--- src/rtl/column_scheduler_if.sv ---
// Player-input and playfield-status bundle shared by the input logic, the
// column scheduler and the display renderer.
interface column_scheduler_if #(
    parameter int unsigned NUM_SLOTS = 4
);
    logic                   start;
    logic [7:0]             user_input;
    logic                   user_strobe;
    logic [NUM_SLOTS-1:0]   slot_active;
    logic [5*NUM_SLOTS-1:0] slot_ypos;
    logic [8*NUM_SLOTS-1:0] slot_letter;
    logic [7:0]             score;
    logic [3:0]             level;
    logic                   game_over;
    logic                   hit;
    logic                   miss;
    logic                   fall_tick;

    modport master (
        output start, user_input, user_strobe,
        input  slot_active, slot_ypos, slot_letter, score, level,
               game_over, hit, miss, fall_tick
    );

    modport slave (
        input  start, user_input, user_strobe,
        output slot_active, slot_ypos, slot_letter, score, level,
               game_over, hit, miss, fall_tick
    );
endinterface

--- src/rtl/column_scheduler.sv ---
// Falling-letter game controller: owns the column slots, the fall tick,
// spawning, player matching, scoring and game-over detection.
module column_scheduler #(
    parameter int unsigned NUM_SLOTS       = 4,
    parameter int unsigned BOTTOM_ROW      = 22,
    parameter int unsigned TICK_START      = 50000000,
    parameter int unsigned TICK_MIN        = 5000000,
    parameter int unsigned TICK_STEP       = 2500000,
    parameter int unsigned SPAWN_EVERY     = 4,
    parameter int unsigned SCORE_PER_LEVEL = 8
) (
    input logic               clock,
    input logic               reset_signal,
    column_scheduler_if.slave bus
);
    localparam int unsigned TW = 26;
    localparam int unsigned YW = 5;
    localparam int unsigned LW = 8;
    localparam int unsigned SW = (SPAWN_EVERY > 1) ? $clog2(SPAWN_EVERY) : 1;
    localparam int unsigned IW = (NUM_SLOTS > 1) ? $clog2(NUM_SLOTS) : 1;

    localparam logic [1:0] S_IDLE    = 2'd0;
    localparam logic [1:0] S_PLAYING = 2'd1;
    localparam logic [1:0] S_OVER    = 2'd2;

    localparam logic [LW-1:0] LFSR_SEED = 8'hA5;
    localparam logic [LW-1:0] LFSR_MASK = 8'hB8;
    localparam logic [TW-1:0] T_START   = TW'(TICK_START);
    localparam logic [TW-1:0] T_MIN     = TW'(TICK_MIN);
    localparam logic [TW-1:0] T_SPAN    = TW'(TICK_START - TICK_MIN);
    localparam logic [YW-1:0] Y_BOTTOM  = YW'(BOTTOM_ROW);

    logic [1:0]                    state_q, state_d;
    logic [LW-1:0]                 lfsr_q, lfsr_d;
    logic [NUM_SLOTS-1:0]          active_q, active_d;
    logic [NUM_SLOTS-1:0][YW-1:0]  ypos_q, ypos_d;
    logic [NUM_SLOTS-1:0][LW-1:0]  letter_q, letter_d;
    logic [7:0]                    score_q, score_d;
    logic [3:0]                    level_q, level_d;
    logic [TW-1:0]                 tick_cnt_q, tick_cnt_d;
    logic [SW-1:0]                 spawn_cnt_q, spawn_cnt_d;
    logic                          game_over_q, game_over_d;
    logic                          hit_q, hit_d;
    logic                          miss_q, miss_d;
    logic                          fall_tick_q, fall_tick_d;

    logic [TW-1:0]                 dec_c, period_c;
    logic                          tick_c, strobe_c, hit_c;
    logic                          win_found_c, free_found_c;
    logic [IW-1:0]                 win_idx_c, free_idx_c;
    logic [YW-1:0]                 win_y_c;
    logic                          bottom_c, spawn_c;
    logic [31:0]                   level_raw_c;

    // Fall period shrinks with level; clamp before subtracting so it never wraps.
    assign dec_c    = TW'(level_q) * TW'(TICK_STEP);
    assign period_c = (dec_c >= T_SPAN) ? T_MIN : (T_START - dec_c);
    // A shorter period after a level-up takes effect without wrapping the counter.
    assign tick_c   = (state_q == S_PLAYING) && (tick_cnt_q >= (period_c - TW'(1)));
    assign strobe_c = (state_q == S_PLAYING) && bus.user_strobe;
    assign hit_c    = strobe_c && win_found_c;

    // Winner is the deepest matching column; strict compare keeps the lowest index on ties.
    always_comb begin
        win_found_c  = 1'b0;
        win_idx_c    = '0;
        win_y_c      = '0;
        free_found_c = 1'b0;
        free_idx_c   = '0;
        for (int i = 0; i < int'(NUM_SLOTS); i++) begin
            if (active_q[i] && (letter_q[i] == bus.user_input) &&
                (!win_found_c || (ypos_q[i] > win_y_c))) begin
                win_found_c = 1'b1;
                win_idx_c   = IW'(i);
                win_y_c     = ypos_q[i];
            end
            if (!active_q[i] && !free_found_c) begin
                free_found_c = 1'b1;
                free_idx_c   = IW'(i);
            end
        end
    end

    always_comb begin
        state_d     = state_q;
        lfsr_d      = {1'b0, lfsr_q[LW-1:1]} ^ (lfsr_q[0] ? LFSR_MASK : '0);
        active_d    = active_q;
        ypos_d      = ypos_q;
        letter_d    = letter_q;
        score_d     = score_q;
        level_d     = level_q;
        tick_cnt_d  = tick_cnt_q;
        spawn_cnt_d = spawn_cnt_q;
        game_over_d = game_over_q;
        hit_d       = 1'b0;
        miss_d      = 1'b0;
        fall_tick_d = 1'b0;
        bottom_c    = 1'b0;
        spawn_c     = 1'b0;
        level_raw_c = '0;

        case (state_q)
            S_IDLE, S_OVER: begin
                if (bus.start) begin
                    state_d     = S_PLAYING;
                    active_d    = '0;
                    ypos_d      = '0;
                    letter_d    = '0;
                    score_d     = '0;
                    level_d     = '0;
                    tick_cnt_d  = '0;
                    spawn_cnt_d = '0;
                    game_over_d = 1'b0;
                    active_d[0] = 1'b1;
                    letter_d[0] = lfsr_q;
                end
            end
            S_PLAYING: begin
                tick_cnt_d = tick_c ? '0 : (tick_cnt_q + TW'(1));
                if (tick_c) begin
                    fall_tick_d = 1'b1;
                    for (int i = 0; i < int'(NUM_SLOTS); i++) begin
                        if (active_q[i]) begin
                            ypos_d[i] = ypos_q[i] + YW'(1);
                            if ((ypos_d[i] == Y_BOTTOM) && !(hit_c && (win_idx_c == IW'(i))))
                                bottom_c = 1'b1;
                        end
                    end
                    if (spawn_cnt_q == SW'(SPAWN_EVERY - 1)) begin
                        spawn_cnt_d = '0;
                        spawn_c     = 1'b1;
                    end else begin
                        spawn_cnt_d = spawn_cnt_q + SW'(1);
                    end
                end
                // Clearing the matched column overrides its fall step.
                if (hit_c) begin
                    active_d[win_idx_c] = 1'b0;
                    ypos_d[win_idx_c]   = '0;
                    letter_d[win_idx_c] = '0;
                    hit_d               = 1'b1;
                    score_d             = (score_q == 8'hFF) ? score_q : (score_q + 8'd1);
                    level_raw_c         = 32'(score_d) / SCORE_PER_LEVEL;
                    level_d             = (level_raw_c > 32'd15) ? 4'd15 : 4'(level_raw_c);
                end else if (strobe_c) begin
                    miss_d = 1'b1;
                end
                // Spawn looks at the pre-cycle mask, so a slot freed this cycle stays empty.
                if (bottom_c) begin
                    state_d     = S_OVER;
                    game_over_d = 1'b1;
                end else if (spawn_c && free_found_c) begin
                    active_d[free_idx_c] = 1'b1;
                    ypos_d[free_idx_c]   = '0;
                    letter_d[free_idx_c] = lfsr_q;
                end
            end
            default: state_d = S_IDLE;
        endcase
    end

    always_ff @(posedge clock or negedge reset_signal) begin
        if (!reset_signal) begin
            state_q     <= S_IDLE;
            lfsr_q      <= LFSR_SEED;
            active_q    <= '0;
            ypos_q      <= '0;
            letter_q    <= '0;
            score_q     <= '0;
            level_q     <= '0;
            tick_cnt_q  <= '0;
            spawn_cnt_q <= '0;
            game_over_q <= 1'b0;
            hit_q       <= 1'b0;
            miss_q      <= 1'b0;
            fall_tick_q <= 1'b0;
        end else begin
            state_q     <= state_d;
            lfsr_q      <= lfsr_d;
            active_q    <= active_d;
            ypos_q      <= ypos_d;
            letter_q    <= letter_d;
            score_q     <= score_d;
            level_q     <= level_d;
            tick_cnt_q  <= tick_cnt_d;
            spawn_cnt_q <= spawn_cnt_d;
            game_over_q <= game_over_d;
            hit_q       <= hit_d;
            miss_q      <= miss_d;
            fall_tick_q <= fall_tick_d;
        end
    end

    assign bus.slot_active = active_q;
    assign bus.slot_ypos   = ypos_q;
    assign bus.slot_letter = letter_q;
    assign bus.score       = score_q;
    assign bus.level       = level_q;
    assign bus.game_over   = game_over_q;
    assign bus.hit         = hit_q;
    assign bus.miss        = miss_q;
    assign bus.fall_tick   = fall_tick_q;
endmodule

--- src/flat_wrapper.sv ---
// flat-port wrapper written by rule: the top's interface ports become plain ports
module column_scheduler_flat 
#(
    parameter int unsigned NUM_SLOTS       = 4,
    parameter int unsigned BOTTOM_ROW      = 22,
    parameter int unsigned TICK_START      = 50000000,
    parameter int unsigned TICK_MIN        = 5000000,
    parameter int unsigned TICK_STEP       = 2500000,
    parameter int unsigned SPAWN_EVERY     = 4,
    parameter int unsigned SCORE_PER_LEVEL = 8
)
  (clock, reset_signal, bus_start, bus_user_input, bus_user_strobe, bus_slot_active, bus_slot_ypos, bus_slot_letter, bus_score, bus_level, bus_game_over, bus_hit, bus_miss, bus_fall_tick);
  column_scheduler_if #(.NUM_SLOTS(NUM_SLOTS)) bus_i ();
  input logic clock;
  input logic reset_signal;
  input wire logic [$bits(bus_i.start)-1:0] bus_start;
  input wire logic [$bits(bus_i.user_input)-1:0] bus_user_input;
  input wire logic [$bits(bus_i.user_strobe)-1:0] bus_user_strobe;
  output wire logic [$bits(bus_i.slot_active)-1:0] bus_slot_active;
  output wire logic [$bits(bus_i.slot_ypos)-1:0] bus_slot_ypos;
  output wire logic [$bits(bus_i.slot_letter)-1:0] bus_slot_letter;
  output wire logic [$bits(bus_i.score)-1:0] bus_score;
  output wire logic [$bits(bus_i.level)-1:0] bus_level;
  output wire logic [$bits(bus_i.game_over)-1:0] bus_game_over;
  output wire logic [$bits(bus_i.hit)-1:0] bus_hit;
  output wire logic [$bits(bus_i.miss)-1:0] bus_miss;
  output wire logic [$bits(bus_i.fall_tick)-1:0] bus_fall_tick;
  assign bus_i.start = bus_start;
  assign bus_i.user_input = bus_user_input;
  assign bus_i.user_strobe = bus_user_strobe;
  assign bus_slot_active = bus_i.slot_active;
  assign bus_slot_ypos = bus_i.slot_ypos;
  assign bus_slot_letter = bus_i.slot_letter;
  assign bus_score = bus_i.score;
  assign bus_level = bus_i.level;
  assign bus_game_over = bus_i.game_over;
  assign bus_hit = bus_i.hit;
  assign bus_miss = bus_i.miss;
  assign bus_fall_tick = bus_i.fall_tick;
  column_scheduler #(.NUM_SLOTS(NUM_SLOTS), .BOTTOM_ROW(BOTTOM_ROW), .TICK_START(TICK_START), .TICK_MIN(TICK_MIN), .TICK_STEP(TICK_STEP), .SPAWN_EVERY(SPAWN_EVERY), .SCORE_PER_LEVEL(SCORE_PER_LEVEL)) u_core (.clock(clock), .reset_signal(reset_signal), .bus(bus_i));
endmodule
--- config.mk ---
export PLATFORM = sky130hd
export DESIGN_NAME = column_scheduler_flat
export DESIGN_NICKNAME = d
export VERILOG_FILES = /design/src/rtl/column_scheduler_if.sv /design/src/rtl/column_scheduler.sv /design/src/flat_wrapper.sv
export SDC_FILE = /design/constraint.sdc
export NUM_CORES = 1
export LEC_CHECK = 0
export ABC_CLOCK_PERIOD_IN_PS = 9500
export CORE_MARGIN = 3
export CORE_UTILIZATION = 38
export DETAILED_ROUTE_END_ITERATION = 6
export GPL_TIMING_DRIVEN = 0
export SLEW_MARGIN = 20
export SYNTH_ARGS = -nofsm -noshare
export SYNTH_HDL_FRONTEND = slang
export SYNTH_SLANG_ARGS = --single-unit
--- constraint.sdc ---
create_clock -name clock -period 9.5 [get_ports clock]
set_clock_uncertainty 0.2 [all_clocks]
set_input_delay 0.95 -clock clock [delete_from_list [all_inputs] [get_ports clock]]
set_output_delay 0.95 -clock clock [all_outputs]
set_load 0.05 [all_outputs]
==> results.toml, run 1 <==
[floorplanning]
rows = 55
dieArea_um2 = 25600
fp.dieW_um = 160
core-area_um2 = 23000
die_y_um = 160
start_util_pct = 39.2
ios = 84

[synthesis]
synth-edff-count = 0
yosysMostFrequentCell = "dfrtp_1"
synth.top_cells.by_area = "dfrtp_1 (29%), ha_1 (10%), xnor2_1 (6.2%)"
synth_warnings = 0
synth.largest_area_cell = "dfrtp_1"
synth_top_area_share_pct = 29.4
syn_area_um2 = 9020
yosys-top-cells-count = "dfrtp_1 (106), nand2_1 (105), ha_1 (75)"
synth_cell_types = 82
ys.flop_type = "dfrtp_1"
synth_nets = 1129
ys_seq_elements = 110
syn_inst = 1040
synth-seq-area-share_pct = 30.6
avgSynthCellArea_um2 = 8.67
async_flop_share_pct = 100

[drt]
routedWlPerCell_um = 17.1
first_iter_violations = 473
top_layer = "met4"
vias_per_cell = 5.59
dr.pass1.iters = 4
wl_met3_mm = 1.05
post-route-drc-count = 0
wl_met2_mm = 11.3
wl_mm = 24.8
routed-via-count = 8071
wl_met1_mm = 12.1
ant_nets = 0

[flow_run]
maxCapViolations = 0

[setup_path]
cp_slowest_stage_delay_ns = 0.53
critPathMostFrequentCell = "ha_1"
worstPathArrival_ns = 8.85
cp_slowest_cell = "dfrtp_1"
crit_path_end_kind = "flop"
required_ns = 9.55
crit_fanout = 10
crit_path_start_kind = "flop"
worstSetupPathType = "flop to flop"

[pwr]
p_comb_share_pct = 19.5
pwr-share-seq_pct = 45.7
p_int_mw = 0.758
p_total_mw = 1.14
switching_share_pct = 33.8
clock_power_share_pct = 34.9
net-switching-power_mw = 0.386
p_leak_nw = 4.64
power.density_nw_per_um2 = 109
peakVddDrop_uv = 96.5

[global_routing]
grt_pass1_vias = 7683
grt_antenna_before_repair = 0
grt_pass1_wl_mm = 40.8
grt_max_degree = 72
gr-total-overflow = 0
track_usage_pct = 19.2

[clock_tree]
clockRootBuffer = "clkbuf_16"
htreeDepth = 3
cts_hold_buf = 0
clkSinkCount = 110
insertion_delay_ns = 0.37
cts_buffer_depth = 2
tritoncts = "yes"
clk_pin_slew_ns = 0.08
cts_made_buffers = 9
post_cts_resized = 0
post_cts_buffers = 0

[sta]
hold_violations = 0
relSlewSlack_pct = 42.3
worstMarginPinSlew_ns = 0.856
fmax_mhz = 114
finalCritPeriodShare_pct = 92.7
setup_viol = 0
min_period_ns = 8.81
holdWs_ns = 0.175
setup_tns_ns = 0
setup_slack_ns = 0.692
maxSlewViolCount = 0

[place]
placed_cell_area_um2 = 10200
dpl.cell_count = 1429
numPortBuffers = 75
dp_hpwl_mm = 19.1
dp_slack_ns = 0.177
place.gp.congestion = 0.871

[cells_and_area]
nNetsFinal = 1216
final_cells = 1445
fill_cells = 2273
syn2layout_area_growth_pct = 16.6
fin_area_um2 = 10500
final_core_utilization_pct = 45.7
antenna_cells = 0
drive_gt1_share_pct = 6.89

[min_path]
min-delay-path-class = "flop to flop"

[status]
status = "finished clean"
-- cell families (layout without fill, tap and decap cells) --
family	count (synthesis)	count (layout)	synth area share [%]
buffers and inverters	77	169	3.72
adder cells (fa/ha/maj)	78	78	11.0
AND/OR/NAND/NOR	386	386	21.7
XOR/XNOR	94	94	9.21
flip-flops	110	110	30.6
multiplexers	15	15	1.71
AO/OA/AOI/OAI	280	280	22.1
-- flip-flops by register name (all words and copies together), names as in the netlist --
signal                  flops
u_core.bus.fall_tick        1
u_core.state_q              2
u_core.bus.slot_letter     32
u_core.bus.slot_ypos       20
u_core.bus.hit              1
u_core.bus.miss             1
u_core.tick_cnt_q          26
u_core.bus.game_over        1
u_core.bus.slot_active      4
u_core.lfsr_q               8
u_core.spawn_cnt_q          2
u_core.bus.score            8
u_core.bus.level            4
-- worst max-delay path, delay by kind of cell, from the launching register on --
family | cells | cell delay, ns
buf+inv | 4 | 0.74
simple gates | 9 | 2.25
fa+ha+maj | 5 | 1.64
xor+xnor | 1 | 0.21
compound gates | 12 | 3.08
flops | 1 | 0.53
-- worst paths after layout --
check | startpoint | end | slack (ns) | cells after the start
worst min-delay path | u_core.lfsr_q[0] | u_core.lfsr_q[7] | 0.18 | 0
worst max-delay path | u_core.bus.level[2] | u_core.bus.slot_ypos[17] | 0.69 | 31
worst min register to register | u_core.lfsr_q[0] | u_core.lfsr_q[7] | 0.18 | 0
worst max register to register | u_core.bus.level[2] | u_core.bus.slot_ypos[17] | 0.69 | 31
min in group asynchronous | reset_signal | u_core.bus.slot_ypos[3] | 0.28 | 1
max in group asynchronous | reset_signal | u_core.lfsr_q[5] | 8.08 | 2
-- power by group through the flow --
stage	Clock (mW)	Combinational [mW]	Sequential [mW]
after CTS	0.410	0.224	0.522
final	0.399	0.223	0.522
after global placement	0	0.219	0.532
after floorplan	0	0.127	0.550
after detailed placement	0	0.223	0.530
after global routing	0.428	0.245	0.527
-- placed cells by master (no fill, tap or decap), types with 4 or more instances in the layout --
| master | netlist | routed |
|---|---|---|
| inv_1 | 35 | 35 |
| nor2_1 | 73 | 71 |
| a211o_1 | 5 | 5 |
| xor2_1 | 29 | 29 |
| or2_2 | 4 | 4 |
| nand2_1 | 105 | 105 |
| clkbuf_16 | 0 | 9 |
| a31oi_1 | 12 | 12 |
| a211oi_1 | 7 | 7 |
| and2_1 | 9 | 9 |
| dfrtp_1 | 106 | 106 |
| nor3b_1 | 4 | 4 |
| o21ai_1 | 9 | 9 |
| nor4_1 | 9 | 9 |
| nor3_1 | 31 | 31 |
| a31o_2 | 9 | 9 |
| o2111ai_1 | 5 | 5 |
| clkdlybuf4s50_1 | 0 | 74 |
| nor2b_1 | 14 | 14 |
| or3_1 | 12 | 12 |
| and3_1 | 10 | 10 |
| nand4_1 | 24 | 24 |
| nand2b_1 | 14 | 14 |
| o21a_1 | 12 | 12 |
| a21o_1 | 36 | 36 |
| a32o_1 | 16 | 16 |
| o21ai_0 | 52 | 52 |
| mux2i_1 | 12 | 12 |
| buf_6 | 3 | 4 |
| o211ai_1 | 22 | 22 |
| ha_1 | 75 | 75 |
| nand3_1 | 53 | 53 |
| xnor2_1 | 64 | 64 |
| o31ai_1 | 5 | 5 |
| dfstp_2 | 4 | 4 |
| clkbuf_1 | 23 | 23 |
| a22o_1 | 4 | 4 |
| a21oi_1 | 39 | 39 |
| buf_2 | 11 | 11 |
| o22ai_1 | 9 | 9 |
-- layer usage --
| layer | global-route usage [%] | vias up |
|---|---|---|
| met2 | 31.1 | 163 |
| met5 | 0 | - |
| li1 | - | 3999 |
| met4 | 3.94 | 0 |
| met1 | 27.4 | 3885 |
| met3 | 2.72 | 24 |
-- final cells by class --
| cell class | instances | area [um2] | area share, % |
|---|---|---|---|
| sequential | 110 | 2760 | 26.2 |
| multi-input combinational | 853 | 5940 | 56.5 |
| buffer | 42 | 204 | 1.94 |
| clock buffer | 9 | 225 | 2.14 |
| tap | 313 | 392 | 3.72 |
| timing repair buffer | 76 | 779 | 7.41 |
| inverter | 35 | 131 | 1.25 |
| clock inverter | 7 | 83.8 | 0.797 |
Note: power is estimated with default switching activity, not from simulation.
==> run 2, diff against run 1 <==
--- a/config.mk
+++ b/config.mk
@@ -10,7 +10,6 @@
 export CORE_UTILIZATION = 38
 export DETAILED_ROUTE_END_ITERATION = 6
 export GPL_TIMING_DRIVEN = 0
-export SLEW_MARGIN = 20
 export SYNTH_ARGS = -nofsm -noshare
 export SYNTH_HDL_FRONTEND = slang
 export SYNTH_SLANG_ARGS = --single-unit
==> results of run 2 <==
The final DEF is identical to that of run 1; final timing and power are the same.
